### src/rtl/exec_mem_unit.sv
// Execute/memory slice: operand forwarding mux, 8-bit ALU with zero/carry flags, 256x8 data memory.
// Latency: ALU result and memory read are combinational; flags and memory writes land on the next clk edge.
// Backpressure: none; the slice accepts one operation every cycle with no stall path.
module exec_mem_unit #(
    parameter int DATA_W    = 8,
    parameter int MEM_DEPTH = 256
) (
    input  logic              clk,
    input  logic              rst,
    input  logic [1:0]        forward_a,
    input  logic [1:0]        forward_b,
    input  logic [DATA_W-1:0] id_data_1,
    input  logic [DATA_W-1:0] id_data_2,
    input  logic [DATA_W-1:0] ex_result,
    input  logic [DATA_W-1:0] wb_data,
    input  logic [DATA_W-1:0] imm,
    input  logic              alu_src,
    input  logic              is_shift,
    input  logic [2:0]        shamt,
    input  logic [1:0]        scode,
    input  logic [2:0]        acode,
    input  logic              update_z_c,
    input  logic [DATA_W-1:0] mem_addr,
    input  logic [DATA_W-1:0] mem_wdata,
    input  logic              mem_write,
    output logic [DATA_W-1:0] alu_result,
    output logic              alu_carry,
    output logic              zero,
    output logic              carry,
    output logic [DATA_W-1:0] mem_rdata
);

    typedef enum logic [2:0] {
        OP_ADD  = 3'b000,
        OP_ADDC = 3'b001,
        OP_SUB  = 3'b010,
        OP_SUBC = 3'b011,
        OP_AND  = 3'b100,
        OP_OR   = 3'b101,
        OP_XOR  = 3'b110,
        OP_MASK = 3'b111
    } acode_e;

    typedef enum logic [1:0] {
        SH_SHL = 2'b00,
        SH_SHR = 2'b01,
        SH_ROL = 2'b10,
        SH_ROR = 2'b11
    } scode_e;

    logic [DATA_W-1:0] op_a;
    logic [DATA_W-1:0] fwd_b;
    logic [DATA_W-1:0] op_b;
    logic              zero_q, zero_d;
    logic              carry_q, carry_d;
    logic [DATA_W-1:0] mem_q [MEM_DEPTH];

    // Operand A source; code 11 is unused by the forwarding unit and falls back to the register file.
    always_comb begin
        op_a = id_data_1;
        case (forward_a)
            2'b01:   op_a = ex_result;
            2'b10:   op_a = wb_data;
            default: op_a = id_data_1;
        endcase
    end

    // Operand B source; an immediate overrides whatever forwarding picked.
    always_comb begin
        fwd_b = id_data_2;
        case (forward_b)
            2'b01:   fwd_b = ex_result;
            2'b10:   fwd_b = wb_data;
            default: fwd_b = id_data_2;
        endcase
        op_b = alu_src ? imm : fwd_b;
    end

    // Arithmetic, logic and shift datapath. Carry-in always comes from the registered flag,
    // so ADDC/SUBC see the value from before the current edge.
    logic [DATA_W:0]     sum9;
    logic [DATA_W:0]     diff9;
    logic [DATA_W:0]     b_plus_c9;
    logic [2*DATA_W-1:0] rol_w;
    logic [2*DATA_W-1:0] ror_w;
    logic [2:0]          shl_idx;
    logic [2:0]          shr_idx;

    always_comb begin
        sum9       = '0;
        diff9      = '0;
        b_plus_c9  = {1'b0, op_b} + {{DATA_W{1'b0}}, carry_q};
        rol_w      = {op_a, op_a} << shamt;
        ror_w      = {op_a, op_a} >> shamt;
        // 8-n and n-1 taken modulo 8; only used when n is non-zero.
        shl_idx    = 3'd0 - shamt;
        shr_idx    = shamt - 3'd1;
        alu_result = '0;
        alu_carry  = 1'b0;
        if (is_shift) begin
            case (scode_e'(scode))
                SH_SHL: begin
                    alu_result = op_a << shamt;
                    alu_carry  = (shamt != 3'd0) ? op_a[shl_idx] : 1'b0;
                end
                SH_SHR: begin
                    alu_result = op_a >> shamt;
                    alu_carry  = (shamt != 3'd0) ? op_a[shr_idx] : 1'b0;
                end
                SH_ROL:  alu_result = rol_w[2*DATA_W-1:DATA_W];
                default: alu_result = ror_w[DATA_W-1:0];
            endcase
        end else begin
            case (acode_e'(acode))
                OP_ADD: begin
                    sum9       = {1'b0, op_a} + {1'b0, op_b};
                    alu_result = sum9[DATA_W-1:0];
                    alu_carry  = sum9[DATA_W];
                end
                OP_ADDC: begin
                    sum9       = {1'b0, op_a} + {1'b0, op_b} + {{DATA_W{1'b0}}, carry_q};
                    alu_result = sum9[DATA_W-1:0];
                    alu_carry  = sum9[DATA_W];
                end
                OP_SUB: begin
                    diff9      = {1'b0, op_a} - {1'b0, op_b};
                    alu_result = diff9[DATA_W-1:0];
                    alu_carry  = (op_a < op_b);
                end
                OP_SUBC: begin
                    diff9      = {1'b0, op_a} - b_plus_c9;
                    alu_result = diff9[DATA_W-1:0];
                    alu_carry  = ({1'b0, op_a} < b_plus_c9);
                end
                OP_AND:  alu_result = op_a & op_b;
                OP_OR:   alu_result = op_a | op_b;
                OP_XOR:  alu_result = op_a ^ op_b;
                default: alu_result = op_a & ~op_b;
            endcase
        end
    end

    // Next flag values: latch only when the instruction asks for it.
    always_comb begin
        zero_d  = zero_q;
        carry_d = carry_q;
        if (update_z_c) begin
            zero_d  = (alu_result == '0);
            carry_d = alu_carry;
        end
    end

    // Flag registers; reset clears them immediately.
    always_ff @(posedge clk or negedge rst) begin
        if (!rst) begin
            zero_q  <= 1'b0;
            carry_q <= 1'b0;
        end else begin
            zero_q  <= zero_d;
            carry_q <= carry_d;
        end
    end

    // Data memory storage; reset wipes every word, which also discards an in-flight write.
    always_ff @(posedge clk or negedge rst) begin
        if (!rst) begin
            for (int i = 0; i < MEM_DEPTH; i++) begin
                mem_q[i] <= '0;
            end
        end else if (mem_write) begin
            mem_q[mem_addr] <= mem_wdata;
        end
    end

    assign mem_rdata = mem_q[mem_addr];
    assign zero      = zero_q;
    assign carry     = carry_q;

endmodule

### config.mk
export PLATFORM = sky130hd
export DESIGN_NAME = exec_mem_unit
export DESIGN_NICKNAME = d
export VERILOG_FILES = /design/src/rtl/exec_mem_unit.sv
export SDC_FILE = /design/constraint.sdc
export NUM_CORES = 2
export LEC_CHECK = 0
export CELL_PAD_IN_SITES_DETAIL_PLACEMENT = 1
export CELL_PAD_IN_SITES_GLOBAL_PLACEMENT = 2
export CORE_ASPECT_RATIO = 1.75
export CORE_UTILIZATION = 48
export CTS_CLUSTER_SIZE = 14
export DETAILED_ROUTE_END_ITERATION = 10
export GPL_ROUTABILITY_DRIVEN = 0
export MAX_ROUTING_LAYER = met4
export PLACE_DENSITY = 0.79
export RECOVER_POWER = 25
export SLEW_MARGIN = 20
export SYNTH_ARGS = -nofsm -noshare
export SYNTH_HDL_FRONTEND = slang
export SYNTH_SLANG_ARGS = --single-unit
### constraint.sdc
create_clock -name clk -period 10.81 [get_ports clk]
set_clock_uncertainty 0.1 [all_clocks]
set_input_delay 3.243 -clock clk [delete_from_list [all_inputs] [get_ports clk]]
set_output_delay 3.243 -clock clk [all_outputs]
set_load 0.03 [all_outputs]
==> After elaboration in Yosys (flattened, before gate mapping) <==
Cells that the tools add are included.
{ "op_classes": {"n_addsub": 7, "n_lt_le_gt_ge": 6, "n_eq_ne": 12, "shifts": 4, "muxes": 21, "bitwise_logic": 6, "reduce_logical": 5} }
{ "op_table": {"columns": ["operator", "count"], "rows": [
  ["$bwmux 2048", 1],
  ["$bmux 8 s8", 1],
  ["$demux 8 s8", 1],
  ["$pmux 8 s7", 1],
  ["$mux 8", 5],
  ["$pmux 8 s2", 2],
  ["$pmux 8 s3", 1],
  ["$and 8x8->8", 2],
  ["$shl 16x3->16", 1],
  ["$shr 16x3->8", 1],
  ["$sub 8x8->8", 2],
  ["$add 8x1->9", 1],
  ["$add 8x8->9", 1],
  ["$add 9x1->9", 1],
  ["$eq 3x3->1 const B", 3],
  ["$ge 9x9->1 const B", 1],
  ["$lt 8x9->1", 1],
  ["$lt 9x1->1 const B", 1],
  ["$not 8->9", 1],
  ["$logic_not 8->1", 1],
  ["$lt 3x4->1 const B", 2],
  ["$lt 8x8->1", 1],
  ["$not 8->8", 1],
  ["$or 8x8->8", 1],
  ["17 further kinds", 27]
]} }
{ "word_totals": {"register_bits": 2050, "inputBits": 74, "word_cells": 319} }

==> Longest topological paths before layout <==
{ "depth": {"ltp_word": 8, "depth_mapped": 19, "ltp_nobuf": 18} }

==> Worst setup path before layout <==
OpenSTA, ideal clock, no wires.
{ "synth_timing": {"path_type": "input-to-output", "startpoint": "in forward_a[0]", "endpoint": "out alu_result[7]", "arrival_ns": 6.858, "required_ns": 7.467, "slack_ns": 0.609, "cell_stages": 15, "n_path_buf": 3, "path_cell_list": "inv_1 > ha_1 > clkbuf_1 > a221o_1 > o21ai_0 > clkbuf_1 > inv_1 > ha_1 > clkbuf_1 > o2111ai_1 > and3b_1 > nor4b_1 > a31o_2 > nand4_1 > a31oi_1"} }
{ "synth_via": {"elab_chain_cells": 6, "elab_cells_between_ends": 18} }
{ "synth_rtl": {"columns": ["item", "line", "source"], "rows": [
  ["start: declaration", "10", "input logic [1:0] forward_a,"],
  ["$eq 2x2->1 or $eq 2x1->1 (tied branches)", "61", "case (forward_a)"],
  ["$pmux 8 s2 (*)", "61", null],
  ["$add 8x8->9", "116, 121", null],
  ["$add 9x1->9", "121", "sum9 = {1'b0, op_a} + {1'b0, op_b} + {{DATA_W{1'b0}}, carry_q};"],
  ["$pmux 8 s7", "114", "case (acode_e'(acode))"],
  ["$mux 8 (*)", "100", "if (is_shift) begin"],
  ["end: declaration", "26", "output logic [DATA_W-1:0] alu_result,"]
]} }
Mark *: on every way between the ends. The rest lies on a longest branch, timed or not.

==> Final worst setup path <==
{ "layout_timing": {"startpoint": "in forward_b[0]", "endpoint": "out alu_result[6]"} }
{ "layout_via": {"elab_chain_cells": 7, "elab_cells_between_ends": 16} }
{ "layout_rtl": {"columns": ["item", "line", "source"], "rows": [
  ["start: declaration", "11", "input logic [1:0] forward_b,"],
  ["$eq 2x2->1 or $eq 2x1->1 (tied branches)", "71", "case (forward_b)"],
  ["$pmux 8 s2 (*)", "71", null],
  ["$mux 8 (*)", "76", "op_b = alu_src ? imm : fwd_b;"],
  ["$add 8x8->9 (tied with other cells)", "116, 121", null],
  ["$add 9x1->9 (tied with other cells)", "121", null],
  ["$pmux 8 s7 (*)", "114", null],
  ["$mux 8 (*)", "100", null]
]} }
Marks and branches as above.

==> flow_results.org <==
** Worst setup path
- Beginning of the critical path :: forward_b[0]
- The worst register-to-register path begins at carry.
- The critical path in this run is classified as in -> out.
- The worst setup path is captured at a primary output.
- Together, buffers and inverters on the worst path number 6.
- Kind of cell adding the most delay to the critical path :: adder cells
- The slowest stage of the critical path is the sky130_fd_sc_hd__or4_1 cell.
- STA classifies the critical path startpoint as an input pin.
- Walking the worst path, the cells encountered are clkdlybuf4s50_1, inv_1, ha_1, nor2b_1, o31ai_1, buf_4, ha_4, inv_1, fa_1, inv_1, ha_1, nand2_1, or4_1, nor4_4, mux2i_1, o211a_1, buf_4.
- Data arrival time of the worst path :: 7270 ps
- STA puts the critical path data required time at 7470 ps.
- Of all nets on the critical path, the largest fanout is 7.
- CP most frequent cell :: sky130_fd_sc_hd__inv_1
- For this run, the slowest stage of the critical path takes 540 ps.

** Final layout
- Leading cell types in the layout, fill and taps excluded :: 2058 x sky130_fd_sc_hd__mux2_2, 2050 x sky130_fd_sc_hd__dfrtp_1, 659 x sky130_fd_sc_hd__mux4_2
- The finished layout holds 8893 standard cells, fillers aside.
- Of the cells placed in the final design, the portion with a size suffix greater than 1 is 0.5276.
- Commonest non-fill, non-tap cell in the layout :: sky130_fd_sc_hd__mux2_2
- The net count of the finished layout is 6254.
- Core utilization of the finished layout :: 0.5364
- Synth-to-Final Area Change :: 11.20%
- Fill count :: 18280
- Post-route cell area :: 0.1069 mm^2

** STA
- TNS Setup :: 0 ps
- The smallest clock period supported by the final layout is computed as 10610 ps.
- Highest Clock Rate :: 0.09422 GHz
- Final Max Slew Viols :: 326
- Setup repair after global routing missed its margin :: yes
- Max_slew headroom :: -3.262
- Hold is met by 400.5 ps.
- The final-report hold violation count came to 0.
- At the pin with the least slew margin, the transition time is 6393 ps.
- Share of the cycle needed by the critical path after routing :: 0.9818
- Setup slack on the critical path of the routed design comes to 196.4 ps.
- Final setup violation count :: 0

** Global route
- The via count of the first global-routing pass is 62530.
- Largest net degree at the start of global routing :: 191
- Gr ovfl total :: 0
- The number of antenna violations at the first check in global routing came to 4.
- The first global-routing pass estimated 430300 um of wire.
- Global-route usage over all layers :: 0.2948

** Routing
- Via count :: 55380
- Once detail routing completed, the nets flagged for antenna violations numbered 0.
- After the first detailed-routing iteration, the DRC count stood at 3189.
- First drt pass iteration count :: 5
- Using the TritonRoute via totals, the vias-per-cell ratio works out to 6.227.
- Wirelength, routed :: 282800 um
- Dividing the detail-routed wire length by the instance count gives 31.80 um.
- In the routed design, unresolved DRC markers number 0.

** Pwr
- Worst IR drop on VDD :: 0.0001014 V
- The analysis attributes to cell leakage a power of 50.29 nW.
- Of the total power, the share spent switching nets is 0.2483.
- Combinational Power Share :: 0.110
- Of the total power, registers draw 0.494.
- Design Power :: 16.66 mW
- For this design the ratio of total power to cell area is 155.8 mW/mm^2.
- Net switching component of the power :: 4.137 mW
- Of the total power, the clock network draws 0.396.
- Int Pwr :: 12.52 mW

** CTS
- CTS placed an instance of sky130_fd_sc_hd__clkbuf_16 at the clock tree root.
- Number of hold-repair buffers added at the cts stage :: 0
- The clock passes through at most 4 buffers.
- Buffers inserted during clock tree synthesis total 192.
- CTS tree :: done
- After clock tree synthesis, the clock-pin slew on the worst setup and hold paths is 60 ps.
- For the worst-skew pair, the clock arrives at the later sink with an insertion delay of 840 ps.
- The H-tree was split into 4 levels.
- Total number of clock tree sinks :: 2050

** Yosys
- Cell taking the most area after synthesis :: sky130_fd_sc_hd__dfrtp_1
- Syn Nets :: 6187
- After technology mapping, the gate count stands at 6068.
- Mean Syn Cell Area :: 15.84 um^2
- Among all flip-flop cells after synthesis, the most frequent one is sky130_fd_sc_hd__dfrtp_1.
- For this run, the number of Yosys warnings is 0.
- The share of the Yosys chip area taken by registers is 0.5336.
- After synthesis, the cell types taking the most area are sky130_fd_sc_hd__dfrtp_1 53%, sky130_fd_sc_hd__mux2_2 24%, sky130_fd_sc_hd__mux4_2 15%.
- Area of the mapped netlist :: 0.09614 mm^2
- After synthesis the netlist holds a flip-flop and latch count of 2050.
- Of the post-synthesis cell area, the dominant cell type holds 0.5336.
- Yosys mapped a number of flops with a built-in enable equal to 0.
- Number of distinct library cells after synthesis :: 75
- After synthesis, the share of flip-flops with an asynchronous set or reset is 1.000.

** Die
- Measured along the y axis, the die boundary spans 594.0 um.
- The floorplan step defined a die boundary enclosing 0.2021 mm^2.
- The initialized floorplan defines 217 standard-cell rows.
- 93 I/O pins were placed.
- In this run the horizontal extent of the chip is 340.3 um.
- The initial utilization of the core area, before any placement, comes to 0.4824.
- The core region is 0.1993 mm^2.

** Status
- The flow ran to the end, but the final reports show violations.
- Violations in the final reports :: capacitance limit, slew limit

** Placement
- Setup WS pre-CTS :: -45.00 ps
- Detailed placement ended at an HPWL of 190000 um.
- Once placement finished, the instance area stood at 0.1009 mm^2.
- IO buf count :: 92
- In this run, placement finished with an instance count of 8568.

** Min path
- Worst hold start :: mem_q[1870]
- Worst hold path class :: reg -> reg

** Job
- Max-cap check violation count :: 4
-- repair_timing --
item,in CTS,in global routing
hold endpoints to repair,0,0
pin swaps,0,2
setup endpoints to repair,2,7
setup buffers,0,0
gates resized for setup,3,13
-- worst paths after layout --
kind                                 end  slack (ps)  cells after the start
min reg2reg                  mem_q[1870]         400                      1
min in group asynchronous     mem_q[987]        4940                      1
min                          mem_q[1870]         400                      1
max reg2reg                         zero        6900                     13
max                        alu_result[6]         200                     17
max in group asynchronous     mem_q[851]        1240                      3
-- metal layers --
| metal | vias to the layer above | GRT usage | wire length [um] |
|---|---|---|---|
| met5 | - | - | 0 |
| met3 | 556 | 0.03265 | 9858 |
| li1 | 22900 | - | - |
| met2 | 1106 | 0.5099 | 151500 |
| met4 | 0 | 0.1278 | 14550 |
| met1 | 30820 | 0.3470 | 106900 |
-- worst reg2reg max path: cells and delay by family (launching register included) --
kind            cells  cell delay [ps]
compound gates      6             1200
flops               1              490
simple gates        1              580
buf+inv             2              230
mux                 1              230
fa+ha+maj           3              980
-- power groups by stage --
stage	Sequential, mW	Combinational (mW)	Clock (mW)
floorplan	8.29	1.10	0
global placement	8.33	1.78	0
detailed placement	8.36	1.84	0
CTS	8.22	1.84	6.75
global route	8.26	1.96	6.98
finish	8.22	1.84	6.60
-- sequential cells by signal, summed over array words and instances, names as in the netlist --
name / cells
carry: 1
mem_q: 2048
zero: 1
-- cell type report --
cell class	count	area, um^2	area share
antenna	3	7.507	0.00007022
inverter	55	206.4	0.001931
clock buffer	282	5647	0.05282
sequential	2050	51300	0.4799
clock inverter	39	291.5	0.002727
tap	2628	3288	0.03076
timing repair buffer	316	3146	0.02942
multi-input combinational	3520	43020	0.4024
-- logic make-up (layout without fill, tap and decap cells) --
logic type / count (synthesis) / count (layout) / synth area share
multiplexers: 2729 / 2729 / 0.3967
flip-flops: 2050 / 2050 / 0.5336
XOR/XNOR: 20 / 20 / 0.001822
AND/OR/NAND/NOR: 497 / 497 / 0.02274
adder cells (fa/ha/maj): 45 / 45 / 0.006091
AO/OA/AOI/OAI: 229 / 229 / 0.01774
other: 0 / 3 / 0
buffers and inverters: 498 / 692 / 0.02131
-- Yosys cell counts, drive strengths merged, types with 26 or more instances --
| master | instances |
|---|---|
| clkbuf | 334 |
| dfrtp | 2050 |
| ha | 42 |
| o21ai | 32 |
| nor2 | 207 |
| buf | 109 |
| a22oi | 51 |
| nand3 | 26 |
| mux4 | 659 |
| inv | 53 |
| mux2 | 2058 |
| nand2 | 164 |
Power figures use the tool's default switching activity.
